--- src/rtl/serial_subtractor.sv ---
// Bit-serial two's-complement subtractor: diff = in1 - in2 - bin, one bit per clock,
// LSB first, with a start/done handshake and held borrow-out / signed-overflow flags.
module serial_subtractor #(
    parameter int WIDTH = 8
) (
    input  logic             sys_clk,
    input  logic             sys_rst,
    input  logic             start,
    input  logic [WIDTH-1:0] in1,
    input  logic [WIDTH-1:0] in2,
    input  logic             bin,
    output logic             busy,
    output logic             done,
    output logic [WIDTH-1:0] diff,
    output logic             bout,
    output logic             ovf
);

    localparam int CW = (WIDTH > 1) ? $clog2(WIDTH) : 1;

    typedef enum logic [1:0] {
        IDLE = 2'd0,
        RUN  = 2'd1,
        DONE = 2'd2
    } state_t;

    state_t           state_q, state_d;
    logic [WIDTH-1:0] a_q, a_d;
    logic [WIDTH-1:0] b_q, b_d;
    // Only WIDTH-1 partial bits are stored; the final bit goes straight into diff.
    logic [WIDTH-2:0] res_q, res_d;
    logic [CW-1:0]    cnt_q, cnt_d;
    logic             borrow_q, borrow_d;
    logic             sign_a_q, sign_a_d;
    logic             sign_b_q, sign_b_d;
    logic [WIDTH-1:0] diff_q, diff_d;
    logic             bout_q, bout_d;
    logic             ovf_q, ovf_d;

    logic d_bit;
    logic borrow_nxt;

    assign d_bit      = a_q[0] ^ b_q[0] ^ borrow_q;
    assign borrow_nxt = (~a_q[0] & b_q[0]) | (~(a_q[0] ^ b_q[0]) & borrow_q);

    always_comb begin
        state_d  = state_q;
        a_d      = a_q;
        b_d      = b_q;
        res_d    = res_q;
        cnt_d    = cnt_q;
        borrow_d = borrow_q;
        sign_a_d = sign_a_q;
        sign_b_d = sign_b_q;
        diff_d   = diff_q;
        bout_d   = bout_q;
        ovf_d    = ovf_q;

        case (state_q)
            IDLE: begin
                if (start) begin
                    state_d  = RUN;
                    a_d      = in1;
                    b_d      = in2;
                    borrow_d = bin;
                    cnt_d    = '0;
                    sign_a_d = in1[WIDTH-1];
                    sign_b_d = in2[WIDTH-1];
                end
            end
            RUN: begin
                a_d             = a_q >> 1;
                b_d             = b_q >> 1;
                borrow_d        = borrow_nxt;
                res_d           = res_q >> 1;
                res_d[WIDTH-2]  = d_bit;
                cnt_d           = cnt_q + CW'(1);
                if (cnt_q == CW'(WIDTH - 1)) begin
                    state_d = DONE;
                    diff_d  = {d_bit, res_q};
                    bout_d  = borrow_nxt;
                    // Overflow only when operand signs differ and the result sign left the minuend's.
                    ovf_d   = (sign_a_q != sign_b_q) && (d_bit != sign_a_q);
                end
            end
            DONE: begin
                state_d = IDLE;
            end
            default: begin
                state_d = IDLE;
            end
        endcase
    end

    always_ff @(posedge sys_clk or posedge sys_rst) begin
        if (sys_rst) begin
            state_q  <= IDLE;
            a_q      <= '0;
            b_q      <= '0;
            res_q    <= '0;
            cnt_q    <= '0;
            borrow_q <= 1'b0;
            sign_a_q <= 1'b0;
            sign_b_q <= 1'b0;
            diff_q   <= '0;
            bout_q   <= 1'b0;
            ovf_q    <= 1'b0;
        end else begin
            state_q  <= state_d;
            a_q      <= a_d;
            b_q      <= b_d;
            res_q    <= res_d;
            cnt_q    <= cnt_d;
            borrow_q <= borrow_d;
            sign_a_q <= sign_a_d;
            sign_b_q <= sign_b_d;
            diff_q   <= diff_d;
            bout_q   <= bout_d;
            ovf_q    <= ovf_d;
        end
    end

    assign busy = (state_q != IDLE);
    assign done = (state_q == DONE);
    assign diff = diff_q;
    assign bout = bout_q;
    assign ovf  = ovf_q;

endmodule

--- config.mk ---
export PLATFORM = sky130hd
export DESIGN_NAME = serial_subtractor
export DESIGN_NICKNAME = d
export VERILOG_FILES = /design/src/rtl/serial_subtractor.sv
export SDC_FILE = /design/constraint.sdc
export NUM_CORES = 1
export LEC_CHECK = 0
export BUFFER_PORTS_ARGS = -buffer_cell sky130_fd_sc_hd__clkbuf_2
export CORE_MARGIN = 4
export CORE_UTILIZATION = 55
export CTS_BUF_LIST = sky130_fd_sc_hd__clkbuf_2
export DETAILED_ROUTE_END_ITERATION = 7
export PLACE_DENSITY = 0.87
export RECOVER_POWER = 50
export SYNTH_ARGS = -nofsm -noshare
export SYNTH_HDL_FRONTEND = slang
export SYNTH_SLANG_ARGS = --single-unit
export TNS_END_PERCENT = 30
--- constraint.sdc ---
create_clock -name sys_clk -period 2.2 [get_ports sys_clk]
set_clock_uncertainty 0.15 [all_clocks]
set_input_delay 0.66 -clock sys_clk [delete_from_list [all_inputs] [get_ports sys_clk]]
set_output_delay 0.66 -clock sys_clk [all_outputs]
set_load 0.05 [all_outputs]
==> results.json, run 1 <==
{
  "htree_levels": 2,
  "status": "finished, final reports clean",
  "hold_viol_final": 0,
  "worst_slack_ns": 0.0790,
  "postPlaceCellArea_um2": 2080,
  "critical_path_buf_inv_count": 1,
  "antenna_found_initial": 0,
  "std_cell_rows": 21,
  "finalSetupViolCount": 0,
  "slowest_stage": "dfrtp_1",
  "preCtsSetupSlack_ns": 0.367,
  "r2r-start": "cnt_q[0]$_DFFE_PP0P_",
  "core_area_um2": 3340,
  "cts.clk_slew.worst_paths_ns": 0.22,
  "regArea_um2": 1030,
  "cts_root_buffer": "clkbuf_2",
  "yosysUniqueCellTypes": 26,
  "die_area_um2": 4470,
  "cp_top_family": "flip-flops",
  "cpPeakStageDelay_ns": 0.43,
  "hp-class": "input port to register",
  "cp-end-kind": "output pin",
  "hold_start": "in1[7]",
  "fin_area_um2": 2120,
  "drt_first_pass_iters": 4,
  "start_kind": "register",
  "grt_pass1_wl_um": 5840,
  "min_path_cells": 2,
  "multiInputGateArea_um2": 772,
  "place_congestion": 0.756,
  "critPathMaxFanout": 3,
  "syn-num-nets": 179,
  "track_usage": 0.179,
  "p_leak_nw": 1.09,
  "die_w_um": 66.9,
  "crit_cells": 2,
  "path_cells": "or2_1 > clkbuf_2",
  "fin_setup_tns_ns": 0,
  "finalMaxSlewViolations": 0,
  "relSlewSlack": 0.346,
  "clockPowerShare": 0.139,
  "yosysTopAreaCellShare": 0.538,
  "fill_cells": 276,
  "power_frac_seq": 0.398,
  "ys_warn_count": 0,
  "cp.required_ns": 1.39,
  "layout-drive-gt1-share": 0.323,
  "dp_hpwl_um": 2330,
  "cts_buffers": 5,
  "ctsResizeCount": 0,
  "max_freq_mhz": 471,
  "netlist_instances": 156,
  "ir_drop_mv": 0.632,
  "die_y_um": 66.9,
  "post-route-period-util": 0.964,
  "final_cell_mix": "dfrtp_1, clkbuf_2, a21oi_1, nand2_1, and3b_1",
  "layout_commonest_cell": "dfrtp_1",
  "num_vias": 1265,
  "cts_tree": "done",
  "yosysTopAreaCell": "dfrtp_1",
  "r2r.worst_path.cells": 4,
  "clock_sinks": 41,
  "grt_pass1_vias": 1262,
  "port_buffers": 31,
  "vias_per_cell": 5.38,
  "p_int_w": 0.00193,
  "switchingPower_w": 0.00133,
  "fin_crit_ns": 2.12,
  "holdWs_ns": 0.335,
  "insertion_delay_ns": 0.41,
  "ys_seq_elements": 41,
  "avgRoutedWirePerCell_um": 14.6,
  "hold_path_end": "sign_a_q$_DFFE_PP0P_",
  "worstMarginPinSlew_ns": 0.980,
  "max-clock-path-buffers": 2,
  "netlist_top_cells_area": "dfrtp_1, mux2_4, and3b_1",
  "cts_setup_buffers": 0,
  "rr_endpoint": "diff[5]$_DFFE_PP0P_",
  "wl_um": 3420,
  "cap_violations": 0,
  "ant_nets": 0,
  "nets": 211,
  "ctsHoldBuffers": 0,
  "synth.avg_cell_area_um2": 12.2,
  "io_pins": 32,
  "start_util": 0.571,
  "switching_share": 0.407,
  "syn_to_final_growth_pct": 11.5,
  "rsz0062_at_grt": "false",
  "num_antenna_cells": 0,
  "drtIter0Drc": 32,
  "drcViolationCount": 0,
  "ys_seq_area_frac": 0.538,
  "pwr_density_cell_nw_per_um2": 1530,
  "pwr-share-comb": 0.463,
  "grt_overflow": 0,
  "grt_max_degree": 42,
  "reg2reg_slack_ns": 0.19,
  "netlist_area_um2": 1910,
  "worstPathArrival_ns": 1.31,
  "critPathKind": "register to output pin"
}
## per-layer routing
metal / global-route usage / share of wire / wire (um) / vias to the layer above
li1: - / - / - / 605
met1: 0.233 / 0.44 / 1510 / 628
met4: 0.0911 / 0.018 / 63 / 0
met5: 0 / 0 / 0 / -
met2: 0.277 / 0.50 / 1700 / 26
met3: 0.0422 / 0.043 / 146 / 6
## power groups by stage
stage	Clock (W)	Combinational, W	Sequential [W]
final	0.000453	0.00151	0.00129
after global routing	0.000491	0.00163	0.00134
after CTS	0.000464	0.00154	0.00130
after detailed placement	0	0.00154	0.00131
after global placement	0	0.00148	0.00129
after floorplan	0	0.000986	0.00158
## flip-flops by register name, indices dropped and copies added (netlist names)
signal	flops
state_q	2
sign_b_q	1
sign_a_q	1
cnt_q	3
bout	1
a_q	8
borrow_q	1
ovf	1
b_q	8
res_q	7
diff	8
## worst reg2reg max path: stages (launching register included)
cell and delay [ns]:
dfrtp_1 0.44, ha_1 0.21, ha_1 0.20, nand3b_1 0.52
mux2_2 0.41
## synth_stat cells
cell type	number
o21bai_1	1
nand3b_4	1
mux2_1	2
buf_2	6
o21ai_1	10
mux2_2	4
mux2_4	12
nor2b_1	1
nand2b_1	2
o21ai_0	6
buf_6	4
ha_1	2
dfrtp_1	41
buf_4	1
inv_1	4
and3b_1	15
nand2_1	16
a21oi_1	17
nor3b_1	1
a22o_1	4
a2bb2oi_1	1
or2_1	1
nor2_4	1
nor2b_4	1
nor2_1	1
fa_1	1
## final cells by class
| cell class | instances | share of cell area |
|---|---|---|
| clock buffers | 5 | 0.0118 |
| clock inverters | 3 | 0.0218 |
| inverters | 4 | 0.00707 |
| multi-input cells | 100 | 0.363 |
| flip-flops and latches | 41 | 0.483 |
| well taps | 46 | 0.0271 |
| repair buffers | 36 | 0.0860 |
## through the flow
step,std cells,utilization,power (W)
after floorplan,156,-,0.00257
after global placement,227,0.622,0.00276
after detailed placement,227,0.622,0.00285
after CTS,235,0.643,0.00330
after global routing,235,0.637,0.00346
final,235,0.637,0.00325
## logic make-up after synthesis
family	Yosys count	synth area share
flops	41	0.538
compound gates	39	0.114
simple gates	40	0.143
buf+inv	15	0.0512
mux	18	0.130
fa+ha+maj	3	0.0236
## how the worst max path moves through the flow
stage                                 endpoint                    from  slack [ns]
after floorplan                           done  state_q[0]$_DFFE_PP0P_        0.17
final                                     busy  state_q[1]$_DFFE_PP0P_        0.08
after global routing                      busy  state_q[0]$_DFFE_PP0P_        0.03
after detailed placement  sign_a_q$_DFFE_PP0P_                   start        0.37
after global placement    sign_b_q$_DFFE_PP0P_                   start        0.43
after CTS                                 busy  state_q[1]$_DFFE_PP0P_        0.06
Power figures use the tool's default switching activity.
==> run 2: changes to the inputs <==
--- a/config.mk
+++ b/config.mk
@@ -6,11 +6,13 @@
 export NUM_CORES = 1
 export LEC_CHECK = 0
 export BUFFER_PORTS_ARGS = -buffer_cell sky130_fd_sc_hd__clkbuf_2
+export CELL_PAD_IN_SITES_DETAIL_PLACEMENT = 2
+export CELL_PAD_IN_SITES_GLOBAL_PLACEMENT = 2
 export CORE_MARGIN = 4
-export CORE_UTILIZATION = 55
+export CORE_UTILIZATION = 38
 export CTS_BUF_LIST = sky130_fd_sc_hd__clkbuf_2
 export DETAILED_ROUTE_END_ITERATION = 7
-export PLACE_DENSITY = 0.87
+export PLACE_DENSITY = 0.89
 export RECOVER_POWER = 50
 export SYNTH_ARGS = -nofsm -noshare
 export SYNTH_HDL_FRONTEND = slang
==> results.json, run 2 (synthesis gave the netlist of run 1 again) <==
{
  "status": "finished, final reports clean",
  "met1_usage": 0.182,
  "clock_sinks": 41,
  "grt_overflow": 0,
  "power_frac_seq": 0.400,
  "final_cell_mix": "dfrtp_1, clkbuf_2, a21oi_1, nand2_1, and3b_1",
  "busiest_layer": "met2",
  "place_inst": 248,
  "met2_usage": 0.258,
  "grt_pass1_wl_um": 7290,
  "fin_cells": 256,
  "switching_share": 0.411,
  "switchingPower_w": 0.00135,
  "grt_pass1_vias": 1477,
  "cts_tree": "done",
  "cts_root_buffer": "clkbuf_2",
  "track_usage": 0.151,
  "fill_cells": 512,
  "io_pins": 32,
  "grt_use_met3": 0.0476,
  "postPlaceCellArea_um2": 2100,
  "p_int_w": 0.00194,
  "ctsHoldBuffers": 0,
  "drt_first_pass_iters": 4,
  "dp_hpwl_um": 3200,
  "drtIter0Drc": 22,
  "cts.clk_slew.worst_paths_ns": 0.22,
  "max-clock-path-buffers": 2,
  "insertion_delay_ns": 0.38,
  "cts_buffers": 5,
  "p_leak_nw": 1.12,
  "grt_max_degree": 42,
  "core_area_um2": 4790,
  "worstMarginPinSlew_ns": 1.02,
  "layout_commonest_cell": "dfrtp_1",
  "max_freq_mhz": 478,
  "finalSetupViolCount": 0,
  "avgRoutedWirePerCell_um": 16.8,
  "relSlewSlack": 0.323,
  "ant_nets": 0,
  "wl_um": 4310,
  "pwr-share-comb": 0.469,
  "finalMaxSlewViolations": 0,
  "slowest_stage": "dfrtp_1",
  "cp.required_ns": 1.39,
  "hold_viol_final": 0,
  "fin_setup_tns_ns": 0,
  "critPathMaxFanout": 3,
  "antenna_found_initial": 0,
  "start_kind": "register",
  "cpPeakStageDelay_ns": 0.46,
  "port_buffers": 31,
  "htree_levels": 2,
  "cp-end-kind": "output pin",
  "fin_area_um2": 2160,
  "die_area_um2": 6210,
  "rsz0062_at_grt": "false",
  "hp-class": "input port to register",
  "num_vias": 1296,
  "postLayoutCoreUtil": 0.451,
  "worstPathArrival_ns": 1.28,
  "pwr_density_cell_nw_per_um2": 1520,
  "cap_violations": 0,
  "die_y_um": 78.8,
  "num_antenna_cells": 0,
  "post-route-period-util": 0.950,
  "vias_per_cell": 5.06,
  "syn_to_final_growth_pct": 13.3,
  "nets": 211,
  "layout-drive-gt1-share": 0.333,
  "start_util": 0.398,
  "clockPowerShare": 0.131,
  "regArea_um2": 1030,
  "critPathKind": "register to output pin",
  "std_cell_rows": 25,
  "die_w_um": 78.8,
  "drcViolationCount": 0,
  "multiInputGateArea_um2": 785,
  "path_cells": "or2_1 > buf_2",
  "ir_drop_mv": 0.656,
  "fin_crit_ns": 2.09,
  "place_congestion": 0.728
}
-- run 2: changes by cell type in the layout (fill, tap and decap cells not counted), sizes merged --
| cell | before | now |
|---|---|---|
| buf | 2 | 3 |
| clkinvlp | 1 | 0 |
-- run 2: path summary, 6_finish.rpt --
check	cells after the start	end	startpoint	slack [ns]
max	2	busy	state_q[1]$_DFFE_PP0P_	0.11
min	2	sign_a_q$_DFFE_PP0P_	in1[7]	0.36
max reg2reg	3	res_q[0]$_DFFE_PP0P_	state_q[0]$_DFFE_PP0P_	0.18
min reg2reg	2	a_q[4]$_DFFE_PP0P_	a_q[4]$_DFFE_PP0P_	0.37
max in group asynchronous	3	diff[2]$_DFFE_PP0P_	sys_rst	0.87
min in group asynchronous	3	b_q[5]$_DFFE_PP0P_	sys_rst	0.40
-- run 2: routing by layer --
| layer | part of all wire | vias to the layer above |
|---|---|---|
| met1 | 0.42 | 654 |
| met3 | 0.043 | 6 |
| met2 | 0.52 | 31 |
| met5 | 0 | - |
| li1 | - | 605 |
| met4 | 0.016 | 0 |
-- run 2: power groups by stage --
| stage | clock [W] | combinational [W] | sequential, W |
|---|---|---|---|
| floorplan | 0 | 0.000986 | 0.00158 |
| detailed placement | 0 | 0.00158 | 0.00134 |
| CTS | 0.000449 | 0.00159 | 0.00132 |
| global placement | 0 | 0.00149 | 0.00130 |
| global route | 0.000489 | 0.00168 | 0.00136 |
| finish | 0.000431 | 0.00154 | 0.00131 |
-- run 2: repair_timing --
action | 4_1_cts | 5_1_grt
setup buffers | 0 | 0
endpoints found under the setup margin | 0 | 1
resized for setup | 0 | 1
-- run 2: area by class of cell --
class	instances	area share
Timing Repair Buffer	36	0.0858
Sequential cell	41	0.475
Inverter	4	0.00696
Tap cell	67	0.0388
Multi-Input combinational cell	100	0.363
Clock buffer	6	0.0139
Clock inverter	2	0.0157
-- run 2: worst max-delay path, delay by kind of cell (launching register included) --
kind,cells,cell delay [ns]
simple gates,1,0.23
flops,1,0.46
buf+inv,1,0.21
-- run 2: metrics by stage --
stage	worst slack [ns]	hold slack, ns	total power, W
after floorplan	0.173	0.300	0.00257
after global placement	0.421	0.320	0.00279
after detailed placement	0.351	0.332	0.00292
after CTS	0.0412	0.201	0.00336
after global routing	0.00227	0.298	0.00353
final	0.110	0.362	0.00328
==> run 3: changes to the inputs <==
--- a/config.mk
+++ b/config.mk
@@ -9,10 +9,9 @@
 export CELL_PAD_IN_SITES_DETAIL_PLACEMENT = 2
 export CELL_PAD_IN_SITES_GLOBAL_PLACEMENT = 2
 export CORE_MARGIN = 4
-export CORE_UTILIZATION = 38
-export CTS_BUF_LIST = sky130_fd_sc_hd__clkbuf_2
+export CORE_UTILIZATION = 37
 export DETAILED_ROUTE_END_ITERATION = 7
-export PLACE_DENSITY = 0.89
+export PLACE_DENSITY = 0.88
 export RECOVER_POWER = 50
 export SYNTH_ARGS = -nofsm -noshare
 export SYNTH_HDL_FRONTEND = slang
==> results.json, run 3 (synthesis gave the netlist of run 1 again) <==
{
  "avgRoutedWirePerCell_um": 17.1,
  "critPathKind": "register to output pin",
  "std_cell_rows": 25,
  "hold_viol_final": 0,
  "vias_per_cell": 5.11,
  "worstPathArrival_ns": 1.17,
  "multiInputGateArea_um2": 785,
  "die_y_um": 79.8,
  "critPathMaxFanout": 3,
  "cp.required_ns": 1.39,
  "ctsHoldBuffers": 0,
  "hp-class": "register to register",
  "cts_root_buffer": "clkbuf_8",
  "reg2reg_slack_ns": 0.43,
  "place_congestion": 0.758,
  "rr_endpoint": "res_q[2]$_DFFE_PP0P_",
  "htree_levels": 2,
  "clock_sinks": 41,
  "io_pins": 32,
  "cts_tree": "done",
  "layout_commonest_cell": "dfrtp_1",
  "drt_first_pass_iters": 2,
  "p_leak_nw": 1.12,
  "start_kind": "register",
  "finalSetupViolCount": 0,
  "post-route-period-util": 0.898,
  "cp-startpoint": "state_q[0]$_DFFE_PP0P_",
  "grt_max_degree": 42,
  "die_w_um": 79.8,
  "fin_crit_ns": 1.98,
  "status": "finished, final reports clean",
  "cp-end-kind": "output pin",
  "place_inst": 248,
  "cts_setup_buffers": 0,
  "antenna_found_initial": 0,
  "pwr_density_cell_nw_per_um2": 1550,
  "r2r-start": "state_q[0]$_DFFE_PP0P_",
  "max_freq_mhz": 506,
  "track_usage": 0.159,
  "ctsResizeCount": 0,
  "num_antenna_cells": 0,
  "core_area_um2": 4850,
  "wl_um": 4380,
  "grt_pass1_wl_um": 7800,
  "min_path_cells": 2,
  "fin_cells": 256,
  "critPathCapture": "busy",
  "nets": 211,
  "fill_cells": 521,
  "drcViolationCount": 0,
  "layout-drive-gt1-share": 0.333,
  "finalMaxSlewViolations": 0,
  "die_area_um2": 6360,
  "grt_pass1_vias": 1540,
  "relSlewSlack": 0.320,
  "final_cell_mix": "dfrtp_1, clkbuf_2, a21oi_1, nand2_1, and3b_1",
  "insertion_delay_ns": 0.29,
  "rsz0062_at_grt": "false",
  "r2r.worst_path.cells": 3,
  "ant_nets": 0,
  "regArea_um2": 1030,
  "cts_buffers": 5,
  "start_util": 0.393,
  "fin_setup_tns_ns": 0,
  "syn_to_final_growth_pct": 14.5,
  "port_buffers": 31,
  "grt_overflow": 0,
  "cts.clk_slew.worst_paths_ns": 0.08,
  "drtIter0Drc": 41,
  "worstMarginPinSlew_ns": 1.02,
  "max-clock-path-buffers": 2,
  "dp_hpwl_um": 3070,
  "ir_drop_mv": 0.501,
  "cap_violations": 0,
  "num_vias": 1307
}
## run 3: metrics by stage
stage	cell area [um^2]	util	hold slack, ns	total power [W]	setup WS (ns)
after floorplan	1910	-	0.300	0.00257	0.173
after global placement	2100	0.434	0.319	0.00279	0.434
final	2180	0.450	0.340	0.00338	0.224
after global routing	2180	0.450	0.377	0.00362	0.171
after CTS	2190	0.451	0.345	0.00344	0.214
after detailed placement	2100	0.434	0.330	0.00293	0.324
## run 3: worst min-delay path by stage
stage	to	startpoint
6_report	bout$_DFFE_PP0P_	bout$_DFFE_PP0P_
5_1_grt	bout$_DFFE_PP0P_	bout$_DFFE_PP0P_
4_1_cts	diff[1]$_DFFE_PP0P_	sys_rst
3_5_place_dp	bout$_DFFE_PP0P_	bout$_DFFE_PP0P_
3_3_place_gp	a_q[6]$_DFFE_PP0P_	a_q[6]$_DFFE_PP0P_
2_1_floorplan	a_q[3]$_DFFE_PP0P_	a_q[3]$_DFFE_PP0P_
## run 3: cell type report
| type | instances | share of cell area |
|---|---|---|
| Clock buffer | 5 | 0.0315 |
| Clock inverter | 3 | 0.00803 |
| Inverter | 4 | 0.00688 |
| Multi-Input combinational cell | 100 | 0.360 |
| Sequential cell | 41 | 0.470 |
| Tap cell | 67 | 0.0384 |
| Timing Repair Buffer | 36 | 0.0854 |
## run 3: routing by layer
metal | routed length (um) | vias to the layer above | share of wire | GRT usage
met5 | 0 | - | 0 | 0
met2 | 2210 | 29 | 0.51 | 0.270
met1 | 1920 | 664 | 0.44 | 0.200
li1 | - | 609 | - | -
met4 | 42 | 0 | 0.0096 | 0.0405
met3 | 207 | 5 | 0.047 | 0.0429
## run 3: critical path, cell delays in order (launching register included)
cell	delay [ns]
dfrtp_1	0.41
or2_1	0.22
clkbuf_2	0.24
## run 3: where the power goes
| part | internal, W | switching [W] |
|---|---|---|
| Sequential | 0.00109 | 0.000221 |
| Clock | 0.000219 | 0.000273 |
| Combinational | 0.000658 | 0.000911 |
